<file path="src/rtl/stopwatch_ctrl_pkg.sv">
// Shared stopwatch definitions: FSM state codes, counter enable levels and default timing constants.
package stopwatch_ctrl_pkg;

    typedef enum logic [1:0] {
        STAT_IDLE  = 2'b00,
        STAT_RUN   = 2'b01,
        STAT_PAUSE = 2'b10,
        STAT_LAP   = 2'b11
    } sw_state_e;

    localparam logic CNT_EN  = 1'b1;
    localparam logic CNT_DIS = 1'b0;

    localparam int DEFAULT_DEBOUNCE_CYCLES   = 20000;
    localparam int DEFAULT_LONG_PRESS_CYCLES = 2000000;

    // The time counter advances in both running states, frozen display or not.
    function automatic logic is_counting(input sw_state_e s);
        return (s == STAT_RUN) || (s == STAT_LAP);
    endfunction

endpackage

</file>
<file path="src/rtl/stopwatch_ctrl_if.sv">
// Button inputs and counter/display controls of the stopwatch, bundled for board-side and controller-side use.
interface stopwatch_ctrl_if;

    logic       btn_start_raw;
    logic       btn_lap_raw;
    logic       count_enable;
    logic       count_clear;
    logic       disp_freeze;
    logic [1:0] state_o;

    modport master (
        output btn_start_raw, btn_lap_raw,
        input  count_enable, count_clear, disp_freeze, state_o
    );

    modport slave (
        input  btn_start_raw, btn_lap_raw,
        output count_enable, count_clear, disp_freeze, state_o
    );

endinterface

</file>
<file path="src/rtl/stopwatch_ctrl_btn_conditioner.sv">
// One push-button front end: 2-FF synchroniser, debounce, press one-pulse and optional long-press pulse.
module btn_conditioner
    import stopwatch_ctrl_pkg::*;
#(
    parameter int DEBOUNCE_CYCLES   = DEFAULT_DEBOUNCE_CYCLES,
    parameter int LONG_PRESS_CYCLES = DEFAULT_LONG_PRESS_CYCLES,
    parameter bit LONG_EN           = 1'b0
) (
    input  logic clk,
    input  logic rst_n,
    input  logic btn_raw,
    output logic level,
    output logic press,
    output logic long_pulse
);

    localparam int DB_W = $clog2(DEBOUNCE_CYCLES + 1);
    localparam logic [DB_W-1:0] DB_LAST = DB_W'(DEBOUNCE_CYCLES - 1);

    logic            sync1;
    logic            sync2;
    logic            level_d;
    logic [DB_W-1:0] db_cnt;

    always_ff @(posedge clk or negedge rst_n) begin
        if (!rst_n) begin
            sync1 <= 1'b0;
            sync2 <= 1'b0;
        end else begin
            sync1 <= btn_raw;
            sync2 <= sync1;
        end
    end

    // Any cycle where the synced input agrees with the level restarts the stability count.
    always_ff @(posedge clk or negedge rst_n) begin
        if (!rst_n) begin
            level  <= 1'b0;
            db_cnt <= '0;
        end else if (sync2 == level) begin
            db_cnt <= '0;
        end else if (db_cnt == DB_LAST) begin
            level  <= ~level;
            db_cnt <= '0;
        end else begin
            db_cnt <= db_cnt + 1'b1;
        end
    end

    always_ff @(posedge clk or negedge rst_n) begin
        if (!rst_n) begin
            level_d <= 1'b0;
            press   <= 1'b0;
        end else begin
            level_d <= level;
            press   <= level & ~level_d;
        end
    end

    generate
        if (LONG_EN) begin : g_long
            localparam int HOLD_W = $clog2(LONG_PRESS_CYCLES + 1);
            localparam logic [HOLD_W-1:0] HOLD_MAX  = HOLD_W'(LONG_PRESS_CYCLES);
            localparam logic [HOLD_W-1:0] HOLD_LAST = HOLD_W'(LONG_PRESS_CYCLES - 1);

            logic [HOLD_W-1:0] hold_cnt;

            // Saturating at HOLD_MAX is what limits a hold to a single long pulse.
            always_ff @(posedge clk or negedge rst_n) begin
                if (!rst_n) begin
                    hold_cnt   <= '0;
                    long_pulse <= 1'b0;
                end else begin
                    long_pulse <= level && (hold_cnt == HOLD_LAST);
                    if (!level) begin
                        hold_cnt <= '0;
                    end else if (hold_cnt != HOLD_MAX) begin
                        hold_cnt <= hold_cnt + 1'b1;
                    end
                end
            end
        end else begin : g_no_long
            assign long_pulse = 1'b0;
        end
    endgenerate

endmodule

</file>
<file path="src/rtl/stopwatch_ctrl.sv">
// Two-button stopwatch controller: conditions START and LAP, runs the run/pause/lap/clear FSM
// and drives registered counter enable, clear and display-freeze controls.
module stopwatch_ctrl
    import stopwatch_ctrl_pkg::*;
#(
    parameter int DEBOUNCE_CYCLES   = DEFAULT_DEBOUNCE_CYCLES,
    parameter int LONG_PRESS_CYCLES = DEFAULT_LONG_PRESS_CYCLES
) (
    input logic             clk,
    input logic             rst_n,
    stopwatch_ctrl_if.slave bus
);

    logic      start_press;
    logic      start_long_unused;
    logic      start_level_unused;
    logic      lap_press;
    logic      lap_long;
    logic      lap_level_unused;
    sw_state_e state;
    sw_state_e state_next;
    logic      clear_next;

    btn_conditioner #(
        .DEBOUNCE_CYCLES  (DEBOUNCE_CYCLES),
        .LONG_PRESS_CYCLES(LONG_PRESS_CYCLES),
        .LONG_EN          (1'b0)
    ) u_start (
        .clk       (clk),
        .rst_n     (rst_n),
        .btn_raw   (bus.btn_start_raw),
        .level     (start_level_unused),
        .press     (start_press),
        .long_pulse(start_long_unused)
    );

    btn_conditioner #(
        .DEBOUNCE_CYCLES  (DEBOUNCE_CYCLES),
        .LONG_PRESS_CYCLES(LONG_PRESS_CYCLES),
        .LONG_EN          (1'b1)
    ) u_lap (
        .clk       (clk),
        .rst_n     (rst_n),
        .btn_raw   (bus.btn_lap_raw),
        .level     (lap_level_unused),
        .press     (lap_press),
        .long_pulse(lap_long)
    );

    // Outputs are computed from the next state so they change on the same edge as state.
    always_ff @(posedge clk or negedge rst_n) begin
        if (!rst_n) begin
            state            <= STAT_IDLE;
            bus.count_enable <= CNT_DIS;
            bus.disp_freeze  <= 1'b0;
            bus.count_clear  <= 1'b0;
        end else begin
            state            <= state_next;
            bus.count_enable <= is_counting(state_next) ? CNT_EN : CNT_DIS;
            bus.disp_freeze  <= (state_next == STAT_LAP);
            bus.count_clear  <= clear_next;
        end
    end

    assign bus.state_o = state;

    // Priority: long press, then START, then LAP; a LAP pulse alongside START is dropped.
    always_comb begin
        state_next = state;
        clear_next = 1'b0;
        if (lap_long) begin
            state_next = STAT_IDLE;
            clear_next = 1'b1;
        end else if (start_press) begin
            unique case (state)
                STAT_IDLE:  state_next = STAT_RUN;
                STAT_RUN:   state_next = STAT_PAUSE;
                STAT_PAUSE: state_next = STAT_RUN;
                STAT_LAP:   state_next = STAT_PAUSE;
            endcase
        end else if (lap_press) begin
            unique case (state)
                STAT_IDLE: begin
                    state_next = STAT_IDLE;
                    clear_next = 1'b1;
                end
                STAT_RUN:   state_next = STAT_LAP;
                STAT_PAUSE: begin
                    state_next = STAT_IDLE;
                    clear_next = 1'b1;
                end
                STAT_LAP:   state_next = STAT_RUN;
            endcase
        end
    end

endmodule

</file>
<file path="src/flat_wrapper.sv">
// flat-port wrapper written by rule: the top's interface ports become plain ports
module stopwatch_ctrl_flat import stopwatch_ctrl_pkg::*;
#(
    parameter int DEBOUNCE_CYCLES   = DEFAULT_DEBOUNCE_CYCLES,
    parameter int LONG_PRESS_CYCLES = DEFAULT_LONG_PRESS_CYCLES
)
  (clk, rst_n, bus_btn_start_raw, bus_btn_lap_raw, bus_count_enable, bus_count_clear, bus_disp_freeze, bus_state_o);
  stopwatch_ctrl_if bus_i ();
  input logic clk;
  input logic rst_n;
  input wire logic [$bits(bus_i.btn_start_raw)-1:0] bus_btn_start_raw;
  input wire logic [$bits(bus_i.btn_lap_raw)-1:0] bus_btn_lap_raw;
  output wire logic [$bits(bus_i.count_enable)-1:0] bus_count_enable;
  output wire logic [$bits(bus_i.count_clear)-1:0] bus_count_clear;
  output wire logic [$bits(bus_i.disp_freeze)-1:0] bus_disp_freeze;
  output wire logic [$bits(bus_i.state_o)-1:0] bus_state_o;
  assign bus_i.btn_start_raw = bus_btn_start_raw;
  assign bus_i.btn_lap_raw = bus_btn_lap_raw;
  assign bus_count_enable = bus_i.count_enable;
  assign bus_count_clear = bus_i.count_clear;
  assign bus_disp_freeze = bus_i.disp_freeze;
  assign bus_state_o = bus_i.state_o;
  stopwatch_ctrl #(.DEBOUNCE_CYCLES(DEBOUNCE_CYCLES), .LONG_PRESS_CYCLES(LONG_PRESS_CYCLES)) u_core (.clk(clk), .rst_n(rst_n), .bus(bus_i));
endmodule
</file>
<file path="config.mk">
export PLATFORM = sky130hd
export DESIGN_NAME = stopwatch_ctrl_flat
export DESIGN_NICKNAME = d
export VERILOG_FILES = /design/src/rtl/stopwatch_ctrl_pkg.sv /design/src/rtl/stopwatch_ctrl_if.sv /design/src/rtl/stopwatch_ctrl_btn_conditioner.sv /design/src/rtl/stopwatch_ctrl.sv /design/src/flat_wrapper.sv
export SDC_FILE = /design/constraint.sdc
export NUM_CORES = 1
export LEC_CHECK = 0
export BUFFER_PORTS_ARGS = -buffer_cell sky130_fd_sc_hd__buf_2
export CORE_MARGIN = 2
export CORE_UTILIZATION = 61
export CTS_CLUSTER_DIAMETER = 100
export DETAILED_ROUTE_END_ITERATION = 10
export PLACE_DENSITY = 0.78
export SLEW_MARGIN = 20
export SYNTH_ARGS = -nofsm -noshare
export SYNTH_HDL_FRONTEND = slang
export SYNTH_SLANG_ARGS = --single-unit
</file>
<file path="constraint.sdc">
create_clock -name clk -period 2.5 [get_ports clk]
set_input_delay 0.5 -clock clk [delete_from_list [all_inputs] [get_ports clk]]
set_output_delay 0.5 -clock clk [all_outputs]
set_load 0.05 [all_outputs]
</file>
==> impl_summary.log, run 1 <==
INFO  metric drive_above_1_share = 9.85%
INFO  metric share_seq_of_total_power = 48.5%
INFO  metric setup.worst_path.class = flop to flop
INFO  metric regToRegStartpoint = u_core.u_lap.g_long.hold_cnt[0]
INFO  metric timing.final.hold_violations = 0
INFO  metric finClkSkew = 5.67 ps
INFO  metric min_path_type = primary input to async pin
INFO  metric wl_per_cell = 13.3 um
INFO  metric fillCellCount = 355
INFO  metric fp.coreArea = 4790 um2
INFO  metric post_cts_resized = 0
INFO  metric grt.overflow.total = 0
INFO  metric antenna_cells_inserted = 0
INFO  metric drv.max_cap_violation_count = 0
INFO  metric multiInputGateArea = 1350 um2
INFO  metric synthCells = 307
INFO  metric design.die.area = 5640 um2
INFO  metric numCtsBuffers = 9
INFO  metric clock_tree.root_cell = sky130_fd_sc_hd__clkbuf_8
INFO  metric timing.max_slew.rel_slack = 64.6%
INFO  metric finalSetupViolations = 0
INFO  metric critical_path_arrival = 2290 ps
INFO  metric global_route_wire_length_before_repair = 9.27 mm
INFO  metric max-vdd-ir-drop = 404 uV
INFO  metric period_needed = 2040 ps
INFO  metric number_of_ports_placed_on_the_die_boundary = 9
INFO  metric grt_antenna_before_repair = 0
INFO  metric drcViolationCount = 0
INFO  metric max_stage_delay = 570 ps
INFO  metric synth_cell_type_count = 36
INFO  metric die-width = 75.1 um
INFO  metric synthFlopType = sky130_fd_sc_hd__dfrtp_1
INFO  metric tritoncts = built
INFO  metric tightest_slew = 527 ps
INFO  metric post_route_wl = 5.21 mm
INFO  metric final_common_cell = sky130_fd_sc_hd__dfrtp_1
INFO  metric gpl.final_weighted_congestion = 0.948
INFO  metric effective_utilization_at_floorplan = 64.5%
INFO  metric areaGrowthSynthToFinish = 12.1%
INFO  metric outcome = completed
INFO  metric worstSkewPairLatency = 340 ps
INFO  metric htreeDepth = 3
INFO  metric critical_path.startpoint_type = flop
INFO  metric finish.utilization = 72.3%
INFO  metric net-switching-power = 0.430 mW
INFO  metric critical_path.slowest_cell = sky130_fd_sc_hd__or4_4
INFO  metric total_number_of_yosys_warnings = 0
INFO  metric seq_cells_post_synth = 66
INFO  metric fin_nets = 328
INFO  metric cts.path.max_buffers = 2
INFO  metric postSynth.asyncResetShare = 100%
INFO  metric finalInstanceArea = 3460 um2
INFO  metric mappedNetlistArea = 3090 um2
INFO  metric post_synth.cell_area_avg = 10.1 um2
INFO  metric internal_power = 1.81 mW
INFO  metric most-common-layout-cells = sky130_fd_sc_hd__dfrtp_1, sky130_fd_sc_hd__nor2_1, sky130_fd_sc_hd__xnor2_1
INFO  metric synth.yosys.seq_area_share = 53.5%
INFO  metric worst_ep_required_time = 2750 ps
INFO  metric grt_start_max_net_pins = 67
INFO  metric drtPass1Iterations = 5
INFO  metric cts_sink_count = 66
INFO  metric timing.critical_path.to_type = flop
INFO  metric row_count = 25
INFO  metric critPathMaxFanout = 7
INFO  metric ff_latch_area = 1650 um2
INFO  metric dr_total_vias = 2,206
INFO  metric final_min_period_over_clock_period = 81.5%
INFO  metric timing_max_transition_violations_final = 0
INFO  metric cts_setup_buffers = 0
INFO  metric power_after_layout = 2.24 mW
INFO  metric grt.total_usage = 22.2%
INFO  metric total_placed_instance_area = 3210 um2
INFO  metric timing.rr.end = u_core.u_lap.g_long.hold_cnt[16]
INFO  metric drt_first_iter_violations = 161
INFO  metric fmax = 491 MHz
INFO  metric die_h = 75.1 um
INFO  metric portBuffers = 8
INFO  metric viasPerCell = 5.63
INFO  metric ant_nets = 0
INFO  metric clk_transition_reported_paths = 70 ps
INFO  metric mappedNetlistNets = 315
INFO  metric worst-r2r-cell-count = 5
INFO  metric comb_power_share = 2.2%
INFO  metric number_of_buffers_inserted_by_hold_repair_at_cts = 0
INFO  metric setup.reg_to_reg.worst_slack = 460 ps
INFO  metric clk_pwr_share = 49.3%
INFO  metric power.share.switching = 19.2%
INFO  metric total_leakage_power = 1.44 nW
INFO  metric path_cells = ha_1 > nand2_1 > or4_4 > or3_1 > a21oi_1
INFO  metric place.detailed.hpwl = 3.36 mm
INFO  metric setup-tns-final = 0 ps
INFO  metric synth-edff-count = 0
INFO  metric via_count_of_the_first_global_routing_pass = 2,111
INFO  metric rsz0062_at_grt = false
INFO  metric power.density = 648 nW/um2
==> layer usage <==
layer  up-vias  share of wire, %  global-route usage, %
li1       1085                 -                      -
met1      1059                46                   27.7
met2        51                47                   34.6
met3        11               5.1                   7.76
met4         0               1.6                   10.7
met5         -                 0                      0
==> power groups by stage <==
stage | Sequential [mW] | Clock, mW | Combinational [mW]
final | 1.09 | 1.10 | 0.0486
after detailed placement | 1.11 | 0 | 0.0510
after global routing | 1.09 | 1.19 | 0.0577
after global placement | 1.11 | 0 | 0.0500
after CTS | 1.09 | 1.14 | 0.0512
after floorplan | 1.11 | 0 | 0.0207
==> cells by family after synthesis <==
group | synth area share [%]
buffers and inverters | 2.72
XOR/XNOR | 10.8
flip-flops | 53.5
AO/OA/AOI/OAI | 3.20
multiplexers | 2.03
adder cells (fa/ha/maj) | 1.62
AND/OR/NAND/NOR | 26.1
==> worst max-delay path, delay by kind of cell, from the launching register on <==
kind	cells	cell delay, ps
AND/OR/NAND/NOR	3	1090
flip-flops	1	450
adder cells (fa/ha/maj)	1	270
AO/OA/AOI/OAI	1	140
==> registers in the layout (all words and copies together), names as in the netlist, 2 cells and up <==
name and count:
u_core.u_start.db_cnt 15, u_core.u_lap.g_long.hold_cnt 21, u_core.bus.state_o 2, u_core.u_lap.db_cnt 15
==> cell usage after synthesis (6+ instances only) <==
cell type,count,area (um2)
sky130_fd_sc_hd__nand4_1,16,100
sky130_fd_sc_hd__a21oi_1,8,40.0
sky130_fd_sc_hd__nor2_1,46,173
sky130_fd_sc_hd__and3_1,6,37.5
sky130_fd_sc_hd__or3_1,6,37.5
sky130_fd_sc_hd__nor3_1,11,55.1
sky130_fd_sc_hd__xor2_1,12,105
sky130_fd_sc_hd__nand3_1,17,85.1
sky130_fd_sc_hd__dfrtp_1,66,1650
sky130_fd_sc_hd__nand2_1,18,67.6
sky130_fd_sc_hd__o21ai_0,9,45.0
sky130_fd_sc_hd__xnor2_1,26,228
sky130_fd_sc_hd__inv_1,11,41.3
sky130_fd_sc_hd__nor4_1,9,56.3
==> final cells by class <==
| cell class | count | share of cell area (%) |
|---|---|---|
| multi-input cells | 220 | 39.0 |
| clock inverters | 4 | 2.82 |
| well taps | 67 | 2.42 |
| flip-flops and latches | 66 | 47.8 |
| clock buffers | 12 | 4.49 |
| repair buffers | 11 | 2.17 |
| inverters | 12 | 1.30 |
==> worst max path at each step <==
stage                                          startpoint  slack (ps)                          endpoint
after CTS                 u_core.u_lap.g_long.hold_cnt[0]         480  u_core.u_lap.g_long.hold_cnt[16]
after floorplan           u_core.u_lap.g_long.hold_cnt[0]         660  u_core.u_lap.g_long.hold_cnt[16]
after global routing      u_core.u_lap.g_long.hold_cnt[0]         370  u_core.u_lap.g_long.hold_cnt[16]
after detailed placement  u_core.u_lap.g_long.hold_cnt[0]         480  u_core.u_lap.g_long.hold_cnt[16]
final                     u_core.u_lap.g_long.hold_cnt[0]         460  u_core.u_lap.g_long.hold_cnt[16]
after global placement    u_core.u_lap.g_long.hold_cnt[0]         560  u_core.u_lap.g_long.hold_cnt[16]
==> metrics by stage <==
step	setup WS, ps	instances	hold slack [ps]
final	462	392	154
after global routing	370	392	175
after CTS	478	392	166
after detailed placement	479	376	335
after global placement	565	376	333
after floorplan	656	307	204
(Power assumes the default switching activity.)
==> run 2, diff against run 1 <==
--- a/config.mk
+++ b/config.mk
@@ -5,12 +5,13 @@
 export SDC_FILE = /design/constraint.sdc
 export NUM_CORES = 1
 export LEC_CHECK = 0
+export ABC_AREA = 1
 export BUFFER_PORTS_ARGS = -buffer_cell sky130_fd_sc_hd__buf_2
 export CORE_MARGIN = 2
-export CORE_UTILIZATION = 61
+export CORE_UTILIZATION = 62
 export CTS_CLUSTER_DIAMETER = 100
 export DETAILED_ROUTE_END_ITERATION = 10
-export PLACE_DENSITY = 0.78
+export PLACE_DENSITY = 0.79
 export SLEW_MARGIN = 20
 export SYNTH_ARGS = -nofsm -noshare
 export SYNTH_HDL_FRONTEND = slang
==> constraint.sdc (replaced) <==
create_clock -name clk -period 1.94 [get_ports clk]
set_input_delay 0.388 -clock clk [delete_from_list [all_inputs] [get_ports clk]]
set_output_delay 0.388 -clock clk [all_outputs]
set_load 0.05 [all_outputs]
==> run 2 against run 1 <==
  * Register-to-register slack got worse by 60 ps
  * Largest cell class unchanged
  * First-iteration DRC count up 9.9%
  * Die area grew 11%
  * Clock power barely moved
  * Largest power group is now sequential cells
  * Clock-buffer cell count fell by 2
  * Highest routed layer unchanged
  * Maximum frequency grew 33%
  * Synthesized cell count up 53%
==> impl_summary.log, run 2 <==
INFO  metric outcome = completed
INFO  metric numCtsBuffers = 9
INFO  metric timing_max_transition_violations_final = 0
INFO  metric worst-r2r-cell-count = 7
INFO  metric number_of_ports_placed_on_the_die_boundary = 9
INFO  metric cts_sink_count = 66
INFO  metric worstSkewPairLatency = 350 ps
INFO  metric postSynth.asyncResetShare = 100%
INFO  metric finish.utilization = 69.8%
INFO  metric internal_power = 1.99 mW
INFO  metric synth-edff-count = 0
INFO  metric drive_above_1_share = 8.35%
INFO  metric clk_transition_reported_paths = 70 ps
INFO  metric final_common_cell = sky130_fd_sc_hd__nand2_1
INFO  metric setup.reg_to_reg.worst_slack = 410 ps
INFO  metric grt.overflow.total = 0
INFO  metric drt_first_iter_violations = 177
INFO  metric htreeDepth = 3
INFO  metric power.density = 672 nW/um2
INFO  metric critPathMaxFanout = 7
INFO  metric fmax = 652 MHz
INFO  metric row_count = 27
INFO  metric min_path_type = primary input to async pin
INFO  metric largest_register_ff_count = 21
INFO  metric die-width = 79.2 um
INFO  metric regToRegStartpoint = u_core.u_lap.g_long.hold_cnt[0]
INFO  metric timing.final.hold_violations = 0
INFO  metric synth.most_common_cell = sky130_fd_sc_hd__nand2_1
INFO  metric power.share.switching = 22.4%
INFO  metric mappedNetlistArea = 3500 um2
INFO  metric synthDominantCellAreaShare = 47.2%
INFO  metric global_route_wire_length_before_repair = 11.9 mm
INFO  metric netlist_top_cells_count = sky130_fd_sc_hd__nand2_1, sky130_fd_sc_hd__nor2_1, sky130_fd_sc_hd__dfrtp_1, sky130_fd_sc_hd__inv_1, sky130_fd_sc_hd__nand3_1
INFO  metric timing.critical_path.to_type = flop
INFO  metric mappedNetlistNets = 478
INFO  metric comb_power_share = 2.7%
INFO  metric setup.worst_path.class = flop to flop
INFO  metric share_seq_of_total_power = 54.5%
INFO  metric antenna_cells_inserted = 0
INFO  metric total_number_of_yosys_warnings = 0
INFO  metric critical_path_arrival = 1780 ps
INFO  metric drv.max_cap_violation_count = 0
INFO  metric seq_cells_post_synth = 66
INFO  metric synthFlopType = sky130_fd_sc_hd__dfrtp_1
INFO  metric period_needed = 1530 ps
INFO  metric finalSetupViolations = 0
INFO  metric place.detailed.hpwl = 5.04 mm
INFO  metric most-common-layout-cells = sky130_fd_sc_hd__nand2_1, sky130_fd_sc_hd__nor2_1, sky130_fd_sc_hd__dfrtp_1
INFO  metric worst_ep_required_time = 2180 ps
INFO  metric portBuffers = 8
INFO  metric dr_total_vias = 2,923
INFO  metric timing.rr.end = u_core.u_lap.g_long.hold_cnt[0]
INFO  metric fp.coreArea = 5470 um2
INFO  metric drcViolationCount = 0
INFO  metric setup-tns-final = 0 ps
INFO  metric ant_nets = 0
INFO  metric clock_tree.root_cell = sky130_fd_sc_hd__clkbuf_8
INFO  metric die_h = 79.2 um
INFO  metric clk_pwr_share = 42.8%
INFO  metric fin_nets = 495
INFO  metric effective_utilization_at_floorplan = 64.0%
INFO  metric cts_setup_buffers = 0
INFO  metric total_leakage_power = 1.66 nW
INFO  metric tritoncts = built
INFO  metric final_min_period_over_clock_period = 79.1%
INFO  metric synth_cell_type_count = 28
INFO  metric grt_start_max_net_pins = 67
INFO  metric synth.yosys.seq_area_share = 47.2%
INFO  metric areaGrowthSynthToFinish = 9.11%
INFO  metric drtPass1Iterations = 5
INFO  metric gpl.final_weighted_congestion = 0.969
INFO  metric max-vdd-ir-drop = 453 uV
INFO  metric synth.area.top_cells = sky130_fd_sc_hd__dfrtp_1, sky130_fd_sc_hd__nand2_1, sky130_fd_sc_hd__nor2_1
INFO  metric finClkSkew = 6.12 ps
INFO  metric rsz0062_at_grt = false
INFO  metric via_count_of_the_first_global_routing_pass = 2,698
INFO  metric cts.path.max_buffers = 2
INFO  metric synthCells = 470
INFO  metric wl_per_cell = 12.2 um
INFO  metric post_cts_resized = 0
INFO  metric post_route_wl = 6.85 mm
INFO  metric grt.total_usage = 24.7%
INFO  metric grt_antenna_before_repair = 0
INFO  metric largest-register = u_core.u_lap.g_long.hold_cnt
INFO  metric netlist.top_cell.by_area = sky130_fd_sc_hd__dfrtp_1
INFO  metric design.die.area = 6270 um2
INFO  metric critical_path.startpoint_type = flop
INFO  metric number_of_buffers_inserted_by_hold_repair_at_cts = 0
INFO  metric timing.max_slew.rel_slack = 69.4%
INFO  metric reg.largest.list = u_core.u_lap.g_long.hold_cnt (21), u_core.u_lap.db_cnt (15), u_core.u_start.db_cnt (15)
INFO  metric net-switching-power = 0.576 mW
INFO  metric post_synth.cell_area_avg = 7.45 um2
INFO  metric viasPerCell = 5.19
INFO  metric tightest_slew = 455 ps
INFO  metric power_after_layout = 2.57 mW
## run 2: worst max-delay path, stage by stage (launching register included)
cell and delay, ps:
sky130_fd_sc_hd__dfrtp_1 460, sky130_fd_sc_hd__inv_2 120, sky130_fd_sc_hd__ha_1 180, sky130_fd_sc_hd__nand4_1 100, sky130_fd_sc_hd__nor3_1 330, sky130_fd_sc_hd__nand2_1 120, sky130_fd_sc_hd__nand2_1 80, sky130_fd_sc_hd__nand2_1 40
## run 2: stage by stage
step,cell area [um2],setup WS (ps),hold WS [ps],cells
2_1_floorplan,3500,608,92.4,470
3_3_place_gp,3640,508,334,548
3_5_place_dp,3640,421,340,548
4_1_cts,3820,414,58.8,563
5_1_grt,3820,240,73.8,563
6_report,3820,406,40.5,563
## run 2: power by group through the flow
stage	combinational, mW	sequential, mW	clock (mW)
3_3_place_gp	0.0711	1.43	0
6_report	0.0690	1.40	1.10
3_5_place_dp	0.0714	1.43	0
5_1_grt	0.0831	1.40	1.19
2_1_floorplan	0.0303	1.42	0
4_1_cts	0.0716	1.40	1.13
## run 2: area by class of cell
type	instances	area (um2)
Tap cell	72	90.1
Timing Repair Buffer	10	67.6
Inverter	62	233
Sequential cell	66	1650
Clock buffer	10	128
Multi-Input combinational cell	338	1600
Clock inverter	5	56.3
Fill cell	439	1650
## run 2: worst max-delay path by stage
stage                                          startpoint                          endpoint  slack, ps  cells after the start
after floorplan           u_core.u_lap.g_long.hold_cnt[0]  u_core.u_lap.g_long.hold_cnt[10]        610                      7
after global placement    u_core.u_lap.g_long.hold_cnt[0]   u_core.u_lap.g_long.hold_cnt[1]        510                      7
after detailed placement  u_core.u_lap.g_long.hold_cnt[0]   u_core.u_lap.g_long.hold_cnt[1]        420                      7
after CTS                 u_core.u_lap.g_long.hold_cnt[0]   u_core.u_lap.g_long.hold_cnt[0]        410                      7
after global routing      u_core.u_lap.g_long.hold_cnt[0]   u_core.u_lap.g_long.hold_cnt[0]        240                      7
final                     u_core.u_lap.g_long.hold_cnt[0]   u_core.u_lap.g_long.hold_cnt[0]        410                      7
## run 2: kinds of logic after synthesis
kind of cell | count (synthesis) | synth area share, %
buf+inv | 66 | 7.29
flops | 66 | 47.2
fa+ha+maj | 4 | 1.43
xor+xnor | 16 | 4.00
simple gates | 293 | 36.2
compound gates | 25 | 3.93
## run 2: routing by layer
layer	routed length (um)	GRT usage [%]
met4	124	8.45
met3	309	8.07
met2	3260	40.8
met1	3160	30.5
met5	0	0
==> run 3, diff against run 2 <==
==> constraint.sdc (replaced) <==
create_clock -name clk -period 1.6 [get_ports clk]
set_input_delay 0.32 -clock clk [delete_from_list [all_inputs] [get_ports clk]]
set_output_delay 0.32 -clock clk [all_outputs]
set_load 0.05 [all_outputs]
==> run 3 against run 2 <==
  * Clock skew rose by 2.5 ps
  * Clock-buffer cell count rose by 1
  * Total power rose by 28%
  * Sequential cell count did not move
  * Core utilization rose by 1.1 points
  * Critical path depth did not move
  * Clock power rose by 35%
==> impl_summary.log, run 3 (synthesized netlist as in run 2, its figures left out) <==
INFO  metric outcome = completed
INFO  metric design.die.area = 6270 um2
INFO  metric global_route.usage.met1 = 32.9%
INFO  metric drtPass1Iterations = 5
INFO  metric finalInstanceArea = 3880 um2
INFO  metric grtUsageMet3 = 7.27%
INFO  metric place.detailed.hpwl = 5.23 mm
INFO  metric global_route_wire_length_before_repair = 13.0 mm
INFO  metric drcViolationCount = 0
INFO  metric min_path_type = primary input to flop
INFO  metric largest-register = u_core.u_lap.g_long.hold_cnt
INFO  metric viasPerCell = 5.42
INFO  metric drive_above_1_share = 9.74%
INFO  metric placement.setup.worst_slack = 47.7 ps
INFO  metric power.density = 845 nW/um2
INFO  metric drt_first_iter_violations = 229
INFO  metric worstSkewPairLatency = 350 ps
INFO  metric final_setup_margin = 95.2 ps
INFO  metric critical_path_arrival = 1740 ps
INFO  metric critical_path.startpoint_type = flop
INFO  metric cts.path.max_buffers = 2
INFO  metric grt.total_usage = 26.7%
INFO  metric grt_start_max_net_pins = 67
INFO  metric path_cells = ha_1 > nand3_2 > nor2_1 > nand2_1 > nand2_1 > nand2_1 > o21a_1
INFO  metric finish.utilization = 70.9%
INFO  metric setup.reg_to_reg.worst_slack = 100 ps
INFO  metric setup.worst_path.start = u_core.u_lap.g_long.hold_cnt[1]
INFO  metric total_leakage_power = 1.68 nW
INFO  metric critPathMaxFanout = 6
INFO  metric busiest_layer = met2
INFO  metric grt.overflow.total = 0
INFO  metric drv.max_cap_violation_count = 0
INFO  metric grt_use_met2 = 44.7%
INFO  metric fmax = 665 MHz
INFO  metric reg.largest.list = u_core.u_lap.g_long.hold_cnt (21), u_core.u_lap.db_cnt (15), u_core.u_start.db_cnt (15)
INFO  metric total_placed_instance_area = 3640 um2
INFO  metric finClkSkew = 8.63 ps
INFO  metric fin_nets = 496
INFO  metric areaGrowthSynthToFinish = 10.8%
INFO  metric effective_utilization_at_floorplan = 64.0%
INFO  metric cp_top_family = simple AND/OR/NAND/NOR gates
INFO  metric timing_max_transition_violations_final = 0
INFO  metric largest_register_ff_count = 21
INFO  metric finalSetupViolations = 0
INFO  metric ff_latch_area = 1650 um2
INFO  metric antenna_cells_inserted = 0
INFO  metric ant_nets = 0
INFO  metric critical_path.slowest_cell = sky130_fd_sc_hd__dfrtp_1
INFO  metric wl_per_cell = 12.9 um
INFO  metric rsz0062_at_grt = true
INFO  metric fp.coreArea = 5470 um2
INFO  metric final_min_period_over_clock_period = 94.0%
INFO  metric tightest_slew = 502 ps
INFO  metric setup.worst_path.class = flop to flop
INFO  metric timing.rr.end = u_core.u_lap.g_long.hold_cnt[10]
INFO  metric die-width = 79.2 um
INFO  metric regToRegStartpoint = u_core.u_lap.g_long.hold_cnt[1]
INFO  metric timing.critical_path.to_type = flop
INFO  metric critical-path-top-cell-by-count = sky130_fd_sc_hd__nand2_1
INFO  metric via_count_of_the_first_global_routing_pass = 2,942
INFO  metric final_common_cell = sky130_fd_sc_hd__nand2_1
INFO  metric row_count = 27
INFO  metric tritoncts = built
INFO  metric portBuffers = 8
INFO  metric power_after_layout = 3.28 mW
INFO  metric worst_ep_required_time = 1840 ps
INFO  metric die_h = 79.2 um
INFO  metric numCtsBuffers = 9
INFO  metric fillCellCount = 431
INFO  metric post_route_wl = 7.28 mm
INFO  metric clock_tree.root_cell = sky130_fd_sc_hd__clkbuf_8
INFO  metric cts_sink_count = 66
INFO  metric grt_antenna_before_repair = 0
INFO  metric multiInputGateArea = 1620 um2
INFO  metric most-common-layout-cells = sky130_fd_sc_hd__nand2_1, sky130_fd_sc_hd__nor2_1, sky130_fd_sc_hd__dfrtp_1
INFO  metric worst-r2r-cell-count = 7
INFO  metric timing.max_slew.rel_slack = 66.5%
INFO  metric timing.final.hold_violations = 0
INFO  metric gpl.final_weighted_congestion = 0.929
INFO  metric critical_path_cell_count = 7
INFO  metric htreeDepth = 3
INFO  metric period_needed = 1500 ps
INFO  metric max_stage_delay = 420 ps
INFO  metric max-vdd-ir-drop = 492 uV
INFO  metric clk_transition_reported_paths = 70 ps
INFO  metric number_of_ports_placed_on_the_die_boundary = 9
INFO  metric crit_path_to = u_core.u_lap.g_long.hold_cnt[10]
INFO  metric critical_path.n_buffers_inverters = 0
INFO  metric dr_total_vias = 3,065
run 3: timing repair:
action,CTS,global route
gates resized for setup,0,7
hold endpoints to repair,49,0
endpoints found under the setup margin,0,16
hold buffers,1,0
setup buffers,0,0
run 3: routing by layer:
metal	part of all wire, %	vias to the layer above	routed length, um
met2	49	90	3580
met3	4.3	19	310
met5	0	-	0
met4	2.3	0	166
li1	-	1521	-
met1	44	1435	3220
run 3: area by class of cell:
class	instances	area share [%]
tap	72	2.32
inverter	62	6.00
clock inverter	5	2.03
clock buffer	11	3.39
multi-input combinational	338	41.6
timing repair buffer	11	2.00
sequential	66	42.6
run 3: worst min-delay path by stage:
| stage | endpoint | from | cells after the start | slack, ps |
|---|---|---|---|---|
| floorplan | u_core.bus.count_clear | rst_n | 0 | 20 |
| global placement | u_core.u_lap.sync2 | u_core.u_lap.sync1 | 0 | 330 |
| detailed placement | u_core.u_lap.sync2 | u_core.u_lap.sync1 | 0 | 330 |
| CTS | u_core.u_lap.sync1 | bus_btn_lap_raw | 1 | 70 |
| global route | u_core.u_lap.sync1 | bus_btn_lap_raw | 1 | 70 |
| finish | u_core.u_lap.sync1 | bus_btn_lap_raw | 1 | 80 |
run 3: worst register-to-register path, stage by stage (launching register included):
cell and delay, ps:
sky130_fd_sc_hd__dfrtp_1 420, sky130_fd_sc_hd__ha_1 220, sky130_fd_sc_hd__nand3_2 200, sky130_fd_sc_hd__nor2_1 220, sky130_fd_sc_hd__nand2_1 100, sky130_fd_sc_hd__nand2_1 90
sky130_fd_sc_hd__nand2_1 50, sky130_fd_sc_hd__o21a_1 100
run 3: stage by stage:
stage	instances	TNS (ps)	hold slack [ps]
2_1_floorplan	470	0	24.4
4_1_cts	565	0	70.5
3_3_place_gp	548	0	335
5_1_grt	565	-104	68.2
6_report	565	0	77.9
3_5_place_dp	548	0	335
run 3: power breakdown:
group / internal (mW) / switching, mW / total [mW]
sequential: 1.69 / 0.0132 / 1.70
clock: 0.875 / 0.613 / 1.49
combinational: 0.0259 / 0.0630 / 0.0889
